**src/rtl/mcycle_pkg.sv**
```systemverilog
// ----------------------------------------------------------------------------
// mcycle_pkg
// Shared constants, the MCycleOp bit positions, the FSM state encoding and a
// small helper for the multi-cycle multiply/divide unit.
//
// Related configuration macro: MCYCLE_DIV_EN (used by mcycle_unit and
// mcycle_divstep; this package is the same in both builds).
// ----------------------------------------------------------------------------
package mcycle_pkg;

    // Datapath width and the number of radix-2 iterations per operation.
    localparam int unsigned DataWidth  = 32;
    localparam int unsigned NumIter    = 32;
    localparam int unsigned CountWidth = $clog2(NumIter);

    localparam logic [CountWidth-1:0] LastCount = CountWidth'(NumIter - 1);

    // MCycleOp bit positions: bit0 1 = divide, bit1 1 = unsigned.
    localparam int unsigned OpDivBit = 0;
    localparam int unsigned OpUnsBit = 1;

    typedef enum logic [1:0] {
        StIdle      = 2'd0,
        StComputing = 2'd1,
        StDone      = 2'd2
    } state_e;

    // Absolute value of a two's-complement word when the operation is signed;
    // the raw word otherwise. 0x80000000 maps to itself, which is the correct
    // unsigned magnitude.
    function automatic logic [DataWidth-1:0] magnitude(input logic [DataWidth-1:0] v,
                                                       input logic                 is_signed);
        return (is_signed && v[DataWidth-1]) ? -v : v;
    endfunction

endpackage

```
**src/rtl/mcycle_divstep.sv**
```systemverilog
// ----------------------------------------------------------------------------
// mcycle_divstep
// One combinational restoring-division step: shifts the next dividend bit
// (MSB of quo_i) into the partial remainder, trial-subtracts the divisor and
// shifts the resulting quotient bit into the LSB of the quotient.
//
// Ports:
//   rem_i     partial remainder before the step (always < divisor_i)
//   quo_i     remaining dividend bits / quotient bits so far
//   divisor_i divisor magnitude
//   rem_o     partial remainder after the step
//   quo_o     shifted quotient with the new bit in the LSB
//
// Configuration: the module only exists when MCYCLE_DIV_EN is defined, so the
// multiply-only build carries no divide logic at all.
// ----------------------------------------------------------------------------
`ifdef MCYCLE_DIV_EN
module mcycle_divstep
    import mcycle_pkg::*;
(
    input  logic [DataWidth-1:0] rem_i,
    input  logic [DataWidth-1:0] quo_i,
    input  logic [DataWidth-1:0] divisor_i,
    output logic [DataWidth-1:0] rem_o,
    output logic [DataWidth-1:0] quo_o
);

    logic [DataWidth:0] shifted;
    logic [DataWidth:0] diff;

    always_comb begin
        shifted = {rem_i, quo_i[DataWidth-1]};
        diff    = shifted - {1'b0, divisor_i};
        // rem_i < divisor_i keeps a non-negative difference below 2^DataWidth,
        // so the top bit of diff is a pure borrow flag.
        if (diff[DataWidth]) begin
            rem_o = shifted[DataWidth-1:0];
            quo_o = {quo_i[DataWidth-2:0], 1'b0};
        end else begin
            rem_o = diff[DataWidth-1:0];
            quo_o = {quo_i[DataWidth-2:0], 1'b1};
        end
    end

endmodule
`endif

```
**src/rtl/mcycle_unit.sv**
```systemverilog
// ----------------------------------------------------------------------------
// mcycle_unit
// Iterative 32x32 multiply / divide unit with an IDLE -> COMPUTING -> DONE FSM.
// One radix-2 step per cycle (shift-add multiply or restoring divide) on
// operand magnitudes, with a sign fix-up applied as the result is registered.
// Start seen in cycle 0 keeps Busy high in cycles 0-32; results appear in
// cycle 33 (DONE) and hold until the next completion or reset.
//
// Ports:
//   CLK       clock, all state on its rising edge
//   RESET     synchronous active-high reset, highest priority
//   Start     operation request (sampled in IDLE only)
//   MCycleOp  bit0 1 = divide / 0 = multiply, bit1 1 = unsigned / 0 = signed
//   Operand1  multiplicand or dividend
//   Operand2  multiplier or divisor
//   Result1   product low word or quotient
//   Result2   product high word or remainder
//   Busy      combinational stall request
//
// Configuration: MCYCLE_DIV_EN compiles in the divide datapath. Without it a
// divide request goes straight to DONE with both results zero.
// ----------------------------------------------------------------------------
module mcycle_unit
    import mcycle_pkg::*;
(
    input  logic                 CLK,
    input  logic                 RESET,
    input  logic                 Start,
    input  logic [1:0]           MCycleOp,
    input  logic [DataWidth-1:0] Operand1,
    input  logic [DataWidth-1:0] Operand2,
    output logic [DataWidth-1:0] Result1,
    output logic [DataWidth-1:0] Result2,
    output logic                 Busy
);

    localparam int unsigned AccWidth = 2 * DataWidth;

    state_e                state_q, state_d;
    logic [CountWidth-1:0] count_q, count_d;
    // Multiply: {partial product high, remaining multiplier bits}.
    // Divide:   {partial remainder, remaining dividend / quotient bits}.
    logic [AccWidth-1:0]   acc_q,   acc_d;
    logic [DataWidth-1:0]  mag2_q,  mag2_d;   // |Operand2|: multiplicand or divisor
    logic                  neg_q,   neg_d;    // negate product / quotient at the end
    logic [DataWidth-1:0]  res1_q,  res1_d;
    logic [DataWidth-1:0]  res2_q,  res2_d;

    logic                  is_signed;
    logic                  sign1;
    logic                  sign2;

    logic [DataWidth:0]    mul_sum;
    logic [AccWidth-1:0]   step_acc;
    logic [AccWidth-1:0]   prod;
    logic [DataWidth-1:0]  fin1;
    logic [DataWidth-1:0]  fin2;

    assign is_signed = ~MCycleOp[OpUnsBit];
    assign sign1     = is_signed & Operand1[DataWidth-1];
    assign sign2     = is_signed & Operand2[DataWidth-1];

`ifdef MCYCLE_DIV_EN
    logic                  is_div_q,  is_div_d;
    logic                  neg_rem_q, neg_rem_d;  // remainder follows dividend sign
    logic [DataWidth-1:0]  op1_q,     op1_d;      // raw dividend for divide-by-zero
    logic [DataWidth-1:0]  div_rem;
    logic [DataWidth-1:0]  div_quo;

    mcycle_divstep u_divstep (
        .rem_i     (acc_q[AccWidth-1:DataWidth]),
        .quo_i     (acc_q[DataWidth-1:0]),
        .divisor_i (mag2_q),
        .rem_o     (div_rem),
        .quo_o     (div_quo)
    );
`endif

    // Shift-add: add the multiplicand to the high half when the current
    // multiplier bit is set, then shift the 65-bit sum right by one.
    assign mul_sum = {1'b0, acc_q[AccWidth-1:DataWidth]} + (acc_q[0] ? {1'b0, mag2_q} : '0);

    always_comb begin
        step_acc = {mul_sum, acc_q[DataWidth-1:1]};
`ifdef MCYCLE_DIV_EN
        if (is_div_q) begin
            step_acc = {div_rem, div_quo};
        end
`endif
    end

    // Sign-corrected result of the final step, registered on entering DONE.
    always_comb begin
        prod = neg_q ? -step_acc : step_acc;
        fin1 = prod[DataWidth-1:0];
        fin2 = prod[AccWidth-1:DataWidth];
`ifdef MCYCLE_DIV_EN
        if (is_div_q) begin
            if (mag2_q == '0) begin
                fin1 = '1;
                fin2 = op1_q;
            end else begin
                fin1 = neg_q ? -step_acc[DataWidth-1:0] : step_acc[DataWidth-1:0];
                fin2 = neg_rem_q ? -step_acc[AccWidth-1:DataWidth]
                                 : step_acc[AccWidth-1:DataWidth];
            end
        end
`endif
    end

    always_comb begin
        state_d = state_q;
        count_d = count_q;
        acc_d   = acc_q;
        mag2_d  = mag2_q;
        neg_d   = neg_q;
        res1_d  = res1_q;
        res2_d  = res2_q;
`ifdef MCYCLE_DIV_EN
        is_div_d  = is_div_q;
        neg_rem_d = neg_rem_q;
        op1_d     = op1_q;
`endif

        unique case (state_q)
            StIdle: begin
                if (Start) begin
                    acc_d   = {{DataWidth{1'b0}}, magnitude(Operand1, is_signed)};
                    mag2_d  = magnitude(Operand2, is_signed);
                    neg_d   = sign1 ^ sign2;
                    count_d = '0;
`ifdef MCYCLE_DIV_EN
                    is_div_d  = MCycleOp[OpDivBit];
                    neg_rem_d = sign1;
                    op1_d     = Operand1;
                    state_d   = StComputing;
`else
                    if (MCycleOp[OpDivBit]) begin
                        state_d = StDone;
                        res1_d  = '0;
                        res2_d  = '0;
                    end else begin
                        state_d = StComputing;
                    end
`endif
                end
            end
            StComputing: begin
                acc_d   = step_acc;
                count_d = count_q + 1'b1;
                if (count_q == LastCount) begin
                    state_d = StDone;
                    res1_d  = fin1;
                    res2_d  = fin2;
                end
            end
            StDone: begin
                state_d = StIdle;
            end
            default: begin
                state_d = StIdle;
            end
        endcase
    end

    always_ff @(posedge CLK) begin
        if (RESET) begin
            state_q <= StIdle;
            count_q <= '0;
            acc_q   <= '0;
            mag2_q  <= '0;
            neg_q   <= 1'b0;
            res1_q  <= '0;
            res2_q  <= '0;
`ifdef MCYCLE_DIV_EN
            is_div_q  <= 1'b0;
            neg_rem_q <= 1'b0;
            op1_q     <= '0;
`endif
        end else begin
            state_q <= state_d;
            count_q <= count_d;
            acc_q   <= acc_d;
            mag2_q  <= mag2_d;
            neg_q   <= neg_d;
            res1_q  <= res1_d;
            res2_q  <= res2_d;
`ifdef MCYCLE_DIV_EN
            is_div_q  <= is_div_d;
            neg_rem_q <= neg_rem_d;
            op1_q     <= op1_d;
`endif
        end
    end

    assign Busy    = ~RESET & (((state_q == StIdle) & Start) | (state_q == StComputing));
    assign Result1 = res1_q;
    assign Result2 = res2_q;

endmodule

```
**config.mk**
```make
export PLATFORM = sky130hd
export DESIGN_NAME = mcycle_unit
export DESIGN_NICKNAME = d
export VERILOG_FILES = /design/src/rtl/mcycle_pkg.sv /design/src/rtl/mcycle_divstep.sv /design/src/rtl/mcycle_unit.sv
export SDC_FILE = /design/constraint.sdc
export NUM_CORES = 1
export LEC_CHECK = 0
export ABC_CLOCK_PERIOD_IN_PS = 12000
export CELL_PAD_IN_SITES_DETAIL_PLACEMENT = 1
export CELL_PAD_IN_SITES_GLOBAL_PLACEMENT = 2
export CORE_AREA = 5 5 230 143
export CTS_BUF_LIST = sky130_fd_sc_hd__clkbuf_4
export DETAILED_ROUTE_END_ITERATION = 8
export DIE_AREA = 0 0 235 148
export PLACE_DENSITY = 0.87
export SYNTH_ARGS = -nofsm -noshare
export SYNTH_HDL_FRONTEND = slang
export SYNTH_SLANG_ARGS = --single-unit
```
**constraint.sdc**
```tcl
create_clock -name CLK -period 12 [get_ports CLK]
set_input_delay 2.4 -clock CLK [delete_from_list [all_inputs] [get_ports CLK]]
set_output_delay 2.4 -clock CLK [all_outputs]
set_load 0.02 [all_outputs]
```
==> results of run 1 <==
[per-layer routing]
metal  track usage (%)  vias up  share of wire [%]
met4              3.09        0               0.43
met1              36.6     5233                 55
met3              5.20       11                7.7
met5                 0        -                  0
met2              27.5      317                 37
li1                  -     5245                  -
[Yosys cell counts, types with 3 or more instances]
library cell,number,area (µm²)
o21a_1,5,37.5
o21bai_1,3,22.5
mux2i_1,3,30.0
a22oi_1,76,571
o31a_1,3,26.3
buf_1,4,15.0
or3_1,14,87.6
nand3b_1,3,22.5
a31oi_1,11,68.8
o41ai_1,17,149
a21boi_0,3,22.5
xnor2_1,83,727
nand4_1,17,106
clkbuf_1,88,330
and3_1,7,43.8
nand2b_1,10,62.6
a221oi_1,3,26.3
o211ai_1,8,60.1
or4_4,3,33.8
nand2_1,139,522
nor3_1,23,115
a21oi_1,122,611
a211o_1,3,26.3
a211oi_1,31,233
a2bb2oi_1,3,26.3
a311oi_1,6,52.6
nor4_1,15,93.8
and2_1,43,269
and4_1,4,35.0
o22ai_1,5,31.3
xor2_1,52,455
nor2_1,152,571
o31ai_1,24,180
dfxtp_1,168,3360
or4_1,11,82.6
or2_2,7,43.8
o21ai_0,83,415
o21ai_1,9,45.0
a21o_1,12,90.1
ha_1,37,463
nand3_1,39,195
nor2b_1,9,56.3
inv_1,14,52.6
[path summary, 6_finish.rpt]
| kind | start | endpoint | slack, ps | cells past startpoint |
|---|---|---|---|---|
| worst max-delay path | Start | Busy | 4900 | 6 |
| worst min-delay path | Result2[16] | Result2[16] | 460 | 2 |
| worst max register to register | acc_q[0] | Result2[31] | 6760 | 13 |
| worst min register to register | Result2[16] | Result2[16] | 460 | 2 |
[critical path, cell delays in order]
cell	delay, ps
clkdlybuf4s50_1	490
and2_2	150
buf_4	640
nor2_2	130
nor2_1	180
clkdlybuf4s50_1	660
[sequential cells by signal (all words and copies together) (netlist names)]
| signal | cells |
|---|---|
| acc_q | 64 |
| Result1 | 32 |
| Result2 | 32 |
| mag2_q | 32 |
| count_q | 5 |
| state_q | 2 |
| neg_q | 1 |
[stage by stage]
step	setup WS [ps]	utilization [%]	instances
final	4900	41.4	1907
after global routing	4730	41.4	1907
after CTS	4880	41.4	1906
after detailed placement	4920	40.6	1874
after global placement	4950	40.6	1874
after floorplan	6450	-	1405
[layout make-up]
| class | count | area (µm²) |
|---|---|---|
| inverter | 14 | 52.6 |
| clock inverter | 13 | 104 |
| antenna | 1 | 2.50 |
| clock buffer | 19 | 143 |
| tap | 416 | 520 |
| multi-input combinational | 1129 | 7030 |
| sequential | 168 | 3360 |
| fill | 3760 | 17900 |
| timing repair buffer | 147 | 1430 |
[logic make-up (layout without fill, tap and decap cells)]
logic type / Yosys count / in the layout / synth area share (%)
simple gates: 508 / 508 / 22.7
compound gates: 444 / 444 / 26.5
flops: 168 / 168 / 31.1
xor+xnor: 135 / 135 / 11.0
buf+inv: 108 / 193 / 3.84
fa+ha+maj: 38 / 38 / 4.47
mux: 4 / 4 / 0.382
other cells: 0 / 1 / 0
[power by group through the flow]
stage | sequential (mW) | combinational [mW] | clock [mW]
finish | 0.611 | 0.236 | 0.317
global placement | 0.620 | 0.229 | 0
CTS | 0.610 | 0.235 | 0.328
detailed placement | 0.622 | 0.234 | 0
floorplan | 0.605 | 0.158 | 0
global route | 0.614 | 0.259 | 0.354
==> impl_metrics.env, run 1 <==
export IMPL_startpoint_type="input pin"
export IMPL_syn_inst=1405
export IMPL_cts_resized=0
export IMPL_track_usage_pct=21.8
export IMPL_combPwrFrac_pct=20.3
export IMPL_die_h_um=148
export IMPL_hold_class="register to register"
export IMPL_critPathMaxFanout=88
export IMPL_placementRows=50
export IMPL_drtIter0Drc=1028
export IMPL_switchingPower_mw=0.387
export IMPL_slew_viol_final=0
export IMPL_fin_skew_ps=27.0
export IMPL_power_density_nw_per_um2=92.0
export IMPL_fp_dieW_um=235
export IMPL_synth_area_um2=10800
export IMPL_seq_power_share_pct=52.5
export IMPL_detail_route_wl_per_cell_um=20.2
export IMPL_rsz0062_at_grt="false"
export IMPL_whs_ps=459
export IMPL_ys_dominant_reg_cell="dfxtp_1"
export IMPL_maxClockFrequency_ghz=0.141
export IMPL_layout_drive_gt1_share_pct=4.43
export IMPL_ys_seq_area_share_pct=31.1
export IMPL_numPortBuffers=133
export IMPL_post_cts_buffers=0
export IMPL_ant_nets=0
export IMPL_p_sw_share_pct=33.3
export IMPL_slew_headroom_pct=20.6
export IMPL_start_util_pct=35.3
export IMPL_power_leakage_nw=4.42
export IMPL_final_cell_area_um2=12700
export IMPL_grt_pass1_wl_um=61500
export IMPL_critical_path_class="input pin to primary output"
export IMPL_clkTransAtPathRegs_ps=120
export IMPL_final_cell_mix="167 x dfxtp_1, 151 x nor2_1, 139 x nand2_1"
export IMPL_grt_pass1_vias=10600
export IMPL_status="finished, final reports clean"
export IMPL_final_nets=1584
export IMPL_worstMarginPinSlew_ps=1170
export IMPL_intPower_mw=0.776
export IMPL_vdd_ir_drop_worst_uv=45.5
export IMPL_cap_violations=0
export IMPL_first_pass_iters=5
export IMPL_synth_seq_cells=168
export IMPL_area_delta_synth_final_pct=17.2
export IMPL_finalCriticalPeriod_ps=7100
export IMPL_setup_viol=0
export IMPL_cts_buffer_depth=2
export IMPL_critPathArrivalTime_ps=4700
export IMPL_cts_tree="yes"
export IMPL_holdBufCountCts=0
export IMPL_clkPwrFrac_pct=27.2
export IMPL_power_mw=1.16
export IMPL_num_io_pins=134
export IMPL_hold_viol_final=0
export IMPL_synth_nets=1512
export IMPL_hpwl_um=29800
export IMPL_syn_area_per_cell_um2=7.69
export IMPL_worstSkewPairLatency_ps=610
export IMPL_cp_data_required_time_ps=9600
export IMPL_grt_max_degree=89
export IMPL_post_drt_via_cell_ratio=5.67
export IMPL_synth_warnings=0
export IMPL_setup_tns_ps=0
export IMPL_design_die_area_um2=34800
export IMPL_min_period_over_period_pct=59.1
export IMPL_cts_htree_levels=4
export IMPL_final_common_cell="dfxtp_1"
export IMPL_drc=0
export IMPL_synth_cell_type_count=71
export IMPL_place_area_um2=12400
export IMPL_cts_sinks=168
export IMPL_clockRootBuffer="clkbuf_4"
export IMPL_synth_edf_count=0
export IMPL_cp_end_kind="primary output"
export IMPL_place_congestion=0.906
export IMPL_synthArstFlopShare_pct=0
export IMPL_wl_um=38600
export IMPL_grt_overflow=0
export IMPL_antenna_found_initial=2
export IMPL_cts_made_buffers=17
export IMPL_design_core_area_um2=30600
export IMPL_vias=10800
Note: power is estimated with default switching activity, not from simulation.
==> run 2, diff against run 1 <==
--- a/config.mk
+++ b/config.mk
@@ -5,14 +5,14 @@
 export SDC_FILE = /design/constraint.sdc
 export NUM_CORES = 1
 export LEC_CHECK = 0
-export ABC_CLOCK_PERIOD_IN_PS = 12000
+export ABC_CLOCK_PERIOD_IN_PS = 5850
 export CELL_PAD_IN_SITES_DETAIL_PLACEMENT = 1
 export CELL_PAD_IN_SITES_GLOBAL_PLACEMENT = 2
-export CORE_AREA = 5 5 230 143
+export CORE_AREA = 5 5 247 153
 export CTS_BUF_LIST = sky130_fd_sc_hd__clkbuf_4
 export DETAILED_ROUTE_END_ITERATION = 8
-export DIE_AREA = 0 0 235 148
-export PLACE_DENSITY = 0.87
+export DIE_AREA = 0 0 252 158
+export PLACE_DENSITY = 0.8
 export SYNTH_ARGS = -nofsm -noshare
 export SYNTH_HDL_FRONTEND = slang
 export SYNTH_SLANG_ARGS = --single-unit
==> constraint.sdc (replaced) <==
create_clock -name CLK -period 5.85 [get_ports CLK]
set_input_delay 1.17 -clock CLK [delete_from_list [all_inputs] [get_ports CLK]]
set_output_delay 1.17 -clock CLK [all_outputs]
set_load 0.02 [all_outputs]
==> run 2 against run 1 <==
  * Die area increased by 14%
  * Clock skew increased by 1.4 ps
  * Worst setup slack got worse by 3700 ps
  * Design area increased by 1.3%
  * Sequential share of layout area decreased by 0.34 points
  * Flip-flop and latch count unchanged
  * Wire length increased by 3.7%
  * Register-to-register slack got worse by 5600 ps
  * Worst hold slack got worse by 3.4 ps
  * Clock-buffer cell count decreased by 1
  * First-iteration DRC count decreased by 27%
  * Critical path type is now register to register
  * Largest cell class unchanged
  * Highest routed layer unchanged
==> impl_metrics.env, run 2 (synthesis gave the netlist of run 1 again) <==
export IMPL_final_cell_mix="167 x dfxtp_1, 151 x nor2_1, 139 x nand2_1"
export IMPL_wl_um=40000
export IMPL_power_mw=2.48
export IMPL_start_util_pct=30.4
export IMPL_worstPathCellList="buf_4, and2_1, ha_1, o211ai_1, nor2_1, a21oi_1, o21bai_1, xor2_1, nor4_1, nand4_1, o41ai_1, xor2_1, o21ai_0"
export IMPL_setup_viol=0
export IMPL_fp_dieW_um=252
export IMPL_hpwl_um=31200
export IMPL_numPortBuffers=133
export IMPL_place_congestion=0.927
export IMPL_fin_util_pct=36.1
export IMPL_area_delta_synth_final_pct=18.7
export IMPL_min_period_over_period_pct=80.3
export IMPL_cts_made_buffers=17
export IMPL_critPathMaxFanout=24
export IMPL_cap_violations=0
export IMPL_drtIter0Drc=754
export IMPL_vias=10700
export IMPL_startpoint_type="register"
export IMPL_nFillCells=4283
export IMPL_num_io_pins=134
export IMPL_antenna_found_initial=2
export IMPL_worstMarginPinSlew_ps=1200
export IMPL_grt_overflow=0
export IMPL_clockRootBuffer="clkbuf_4"
export IMPL_fin_skew_ps=28.4
export IMPL_critPathTopFamily="compound AO/OA/AOI/OAI gates"
export IMPL_slew_headroom_pct=20.0
export IMPL_final_cell_area_um2=12800
export IMPL_drc=0
export IMPL_max_flop_register="acc_q"
export IMPL_final_common_cell="dfxtp_1"
export IMPL_ant_nets=0
export IMPL_track_usage_pct=19.8
export IMPL_post_drt_via_cell_ratio=5.45
export IMPL_placementRows=54
export IMPL_finalCriticalPeriod_ps=4690
export IMPL_design_core_area_um2=35500
export IMPL_crit_top_cell="xor2_1"
export IMPL_slew_viol_final=0
export IMPL_cts_buffer_depth=2
export IMPL_final_nets=1590
export IMPL_regArea_um2=3360
export IMPL_layout_drive_gt1_share_pct=4.75
export IMPL_path_buf_inv=1
export IMPL_grt_max_degree=91
export IMPL_multiInputGateArea_um2=7030
export IMPL_status="finished, final reports clean"
export IMPL_cts_resized=0
export IMPL_power_leakage_nw=4.47
export IMPL_clkTransAtPathRegs_ps=140
export IMPL_largest_reg_flops=64
export IMPL_cts_sinks=168
export IMPL_grt_pass1_vias=10300
export IMPL_cts_htree_levels=4
export IMPL_cp_end_kind="register"
export IMPL_critical_path_class="register to register"
export IMPL_vdd_ir_drop_worst_uv=95.7
export IMPL_setup_tns_ps=0
export IMPL_place_area_um2=12500
export IMPL_rsz0062_at_grt="false"
export IMPL_first_pass_iters=5
export IMPL_critPathArrivalTime_ps=5170
export IMPL_post_cts_buffers=0
export IMPL_detail_route_wl_per_cell_um=20.3
export IMPL_crit_slowest_cell="nor4_1"
export IMPL_critPathMaxStageDelay_ps=720
export IMPL_maxClockFrequency_ghz=0.213
export IMPL_hold_class="register to register"
export IMPL_cp_data_required_time_ps=6320
export IMPL_grt_pass1_wl_um=62500
export IMPL_hold_viol_final=0
export IMPL_holdBufCountCts=0
export IMPL_die_h_um=158
export IMPL_worstSkewPairLatency_ps=610
export IMPL_cts_tree="yes"
export IMPL_design_die_area_um2=39800
export IMPL_whs_ps=455
export IMPL_power_density_nw_per_um2=193
run 2: final cells by class:
cell class,count,area share (%)
Multi-Input combinational cell,1129,54.9
Sequential cell,168,26.2
Timing Repair Buffer,153,11.5
Tap cell,476,4.65
Clock inverter,14,1.21
Clock buffer,18,1.05
Inverter,14,0.410
Antenna cell,1,0.0195
run 2: worst paths after layout:
path | startpoint | end | slack [ps] | cells after the start
setup / recovery | acc_q[0] | Result2[31] | 1160 | 13
setup reg to reg | acc_q[0] | Result2[31] | 1160 | 13
hold reg to reg | Result2[28] | Result2[28] | 460 | 2
hold / removal | Result2[28] | Result2[28] | 460 | 2
run 2: where the power goes:
group	internal, mW	switching [mW]	total, mW
logic	0.191	0.297	0.487
registers	1.19	0.0661	1.25
clock network	0.296	0.440	0.737
run 2: layer usage:
metal	wire length [µm]	vias up	track usage [%]	part of all wire, %
met5	0	-	0	0
met4	289	0	3.13	0.72
met3	2590	19	4.52	6.5
met2	13800	256	23.5	35
met1	23300	5199	34.4	58
li1	-	5275	-	-
run 2: tightest hold or removal path, cell delays in order (launching register included):
cell     delay (ps)
dfxtp_1         340
nand2_1          50
o21ai_1          50
run 2: stage by stage:
step                setup WS [ps]  std cells
floorplan                    1910       1405
global placement             1500       1940
detailed placement           1270       1940
CTS                          1250       1972
global route                  653       1973
finish                       1160       1973
==> run 3, diff against run 2 <==
--- a/config.mk
+++ b/config.mk
@@ -5,7 +5,7 @@
 export SDC_FILE = /design/constraint.sdc
 export NUM_CORES = 1
 export LEC_CHECK = 0
-export ABC_CLOCK_PERIOD_IN_PS = 5850
+export ABC_CLOCK_PERIOD_IN_PS = 3900
 export CELL_PAD_IN_SITES_DETAIL_PLACEMENT = 1
 export CELL_PAD_IN_SITES_GLOBAL_PLACEMENT = 2
 export CORE_AREA = 5 5 247 153
==> constraint.sdc (replaced) <==
create_clock -name CLK -period 3.9 [get_ports CLK]
set_input_delay 0.78 -clock CLK [delete_from_list [all_inputs] [get_ports CLK]]
set_output_delay 0.78 -clock CLK [all_outputs]
set_load 0.02 [all_outputs]
==> run 3 against run 2 <==
  * Global-route usage grew 1.5 points
  * Final cell count grew 8.4%
  * Maximum frequency grew 26%
  * Power grew 56%
==> impl_metrics.env, run 3 (synthesis gave the netlist of run 1 again) <==
export IMPL_status="finished, final reports clean"
export IMPL_worstSkewPairLatency_ps=620
export IMPL_worstMarginPinSlew_ps=872
export IMPL_grt_pass1_vias=11100
export IMPL_fin_skew_ps=25.9
export IMPL_design_die_area_um2=39800
export IMPL_max_flop_register="acc_q"
export IMPL_layout_drive_gt1_share_pct=17.4
export IMPL_detail_route_wl_per_cell_um=20.3
export IMPL_min_period_over_period_pct=95.9
export IMPL_design_core_area_um2=35500
export IMPL_critical_path_class="register to register"
export IMPL_fin_util_pct=40.4
export IMPL_numPortBuffers=133
export IMPL_cts_buffer_depth=2
export IMPL_critPathMaxFanout=5
export IMPL_rsz0062_at_grt="true"
export IMPL_dpl_worst_slack_ps=-78.0
export IMPL_largest_reg_flops=64
export IMPL_r2r_start="acc_q[0]"
export IMPL_cts_tree="yes"
export IMPL_crit_end="Result2[30]"
export IMPL_final_cell_mix="187 x buf_4, 166 x dfxtp_1, 150 x nor2_1"
export IMPL_cp_data_required_time_ps=4390
export IMPL_wl_um=43500
export IMPL_timing_final_ws_setup_ps=161
export IMPL_critPathMaxStageDelay_ps=510
export IMPL_hpwl_um=34700
export IMPL_vias=11600
export IMPL_rr_worst_depth=14
export IMPL_hold_class="register to register"
export IMPL_hp_start="Result2[27]"
export IMPL_grt_overflow=0
export IMPL_first_pass_iters=5
export IMPL_crit_start="acc_q[0]"
export IMPL_ant_nets=0
export IMPL_worstPathCellList="and2_1, ha_1, fa_2, a21oi_2, o211a_1, nor4b_2, or3_4, or4_1, nand4b_1, nand4b_1, buf_4, o31ai_2, xor2_1, o21ai_1"
export IMPL_crit_slowest_cell="or4_1"
export IMPL_reg2reg_slack_ps=160
export IMPL_die_h_um=158
export IMPL_clkTransAtPathRegs_ps=120
export IMPL_maxClockFrequency_ghz=0.267
export IMPL_final_nets=1758
export IMPL_cap_violations=0
export IMPL_post_drt_via_cell_ratio=5.40
export IMPL_drtIter0Drc=875
export IMPL_cts_htree_levels=4
export IMPL_crit_top_cell="nand4b_1"
export IMPL_drc=0
export IMPL_start_util_pct=30.4
export IMPL_place_congestion=0.892
export IMPL_grt_pass1_wl_um=66500
export IMPL_vdd_ir_drop_worst_uv=157
export IMPL_nFillCells=4307
export IMPL_clockRootBuffer="clkbuf_4"
export IMPL_hold_viol_final=0
export IMPL_startpoint_type="register"
export IMPL_fp_dieW_um=252
export IMPL_power_density_nw_per_um2=269
export IMPL_finalCriticalPeriod_ps=3740
export IMPL_area_delta_synth_final_pct=32.9
export IMPL_critPathArrivalTime_ps=4230
export IMPL_cts_made_buffers=17
export IMPL_holdBufCountCts=0
export IMPL_grt_max_degree=155
export IMPL_final_common_cell="buf_4"
export IMPL_setup_viol=0
export IMPL_power_mw=3.86
export IMPL_num_io_pins=134
export IMPL_track_usage_pct=21.4
export IMPL_setup_tns_ps=0
export IMPL_placementRows=54
export IMPL_slew_viol_final=0
export IMPL_rr_endpoint="Result2[30]"
export IMPL_cts_sinks=168
export IMPL_antenna_found_initial=1
export IMPL_slew_headroom_pct=41.9
export IMPL_power_leakage_nw=5.32
export IMPL_cp_end_kind="register"
## run 3: changes by cell type in the layout (fill, tap and decap cells not counted), sizes merged
cell and change:
clkinv -5, clkinvlp +2, inv -2, bufinv +1, buf +168, clkbuf +1
## run 3: how the worst min path moves through the flow
stage / depth (start not counted) / end / slack, ps
final: 2 / Result2[27] / 470
after global routing: 2 / Result2[14] / 480
after CTS: 2 / mag2_q[30] / 470
after detailed placement: 2 / Result2[27] / 440
after global placement: 2 / mag2_q[30] / 440
after floorplan: 2 / mag2_q[30] / 430
## run 3: through the flow
stage	instance area [µm²]	std cells	hold slack (ps)
after global placement	13800	2107	437
after floorplan	10800	1405	427
final	14300	2138	467
after global routing	14300	2138	484
after CTS	14100	2136	470
after detailed placement	13800	2107	444
## run 3: critical path: cells and delay by family (launching register included)
family | cells | cell delay, ps
buffers and inverters | 1 | 190
AOI/OAI and AO/OA | 4 | 720
DFF | 1 | 360
and+or+nand+nor | 6 | 1570
adders and majority gates | 2 | 590
xor gates and xnor gates | 1 | 200
## run 3: what timing repair did
item | in CTS | in global routing
resized for setup | 9 | 54
setup buffers | 0 | 1
gates cloned | 0 | 0
pin swaps | 0 | 7
setup endpoints to repair | 6 | 21
## run 3: area by class of cell
cell class / instances / area (µm²) / share of cell area [%]
clock buffers: 19 / 143 / 0.994
well taps: 476 / 596 / 4.15
diodes: 1 / 2.50 / 0.0174
repair buffers: 321 / 2760 / 19.2
flip-flops and latches: 168 / 3370 / 23.5
clock inverters: 10 / 155 / 1.08
multi-input cells: 1129 / 7270 / 50.7
inverters: 14 / 52.6 / 0.366
## run 3: where the power goes
part,leakage [nW],internal (mW),total [mW],switching (mW)
Combinational,3.81,0.366,0.881,0.514
Clock,0.151,0.506,1.13,0.624
Sequential,1.37,1.78,1.85,0.0671
## run 3: routing by layer
layer / wire [µm] / vias to the layer above / GRT usage [%]
met5: 0 / - / 0
met4: 339 / 0 / 3.33
met3: 3240 / 24 / 5.35
met2: 15200 / 301 / 25.7
met1: 24700 / 5641 / 36.5
li1: - / 5587 / -
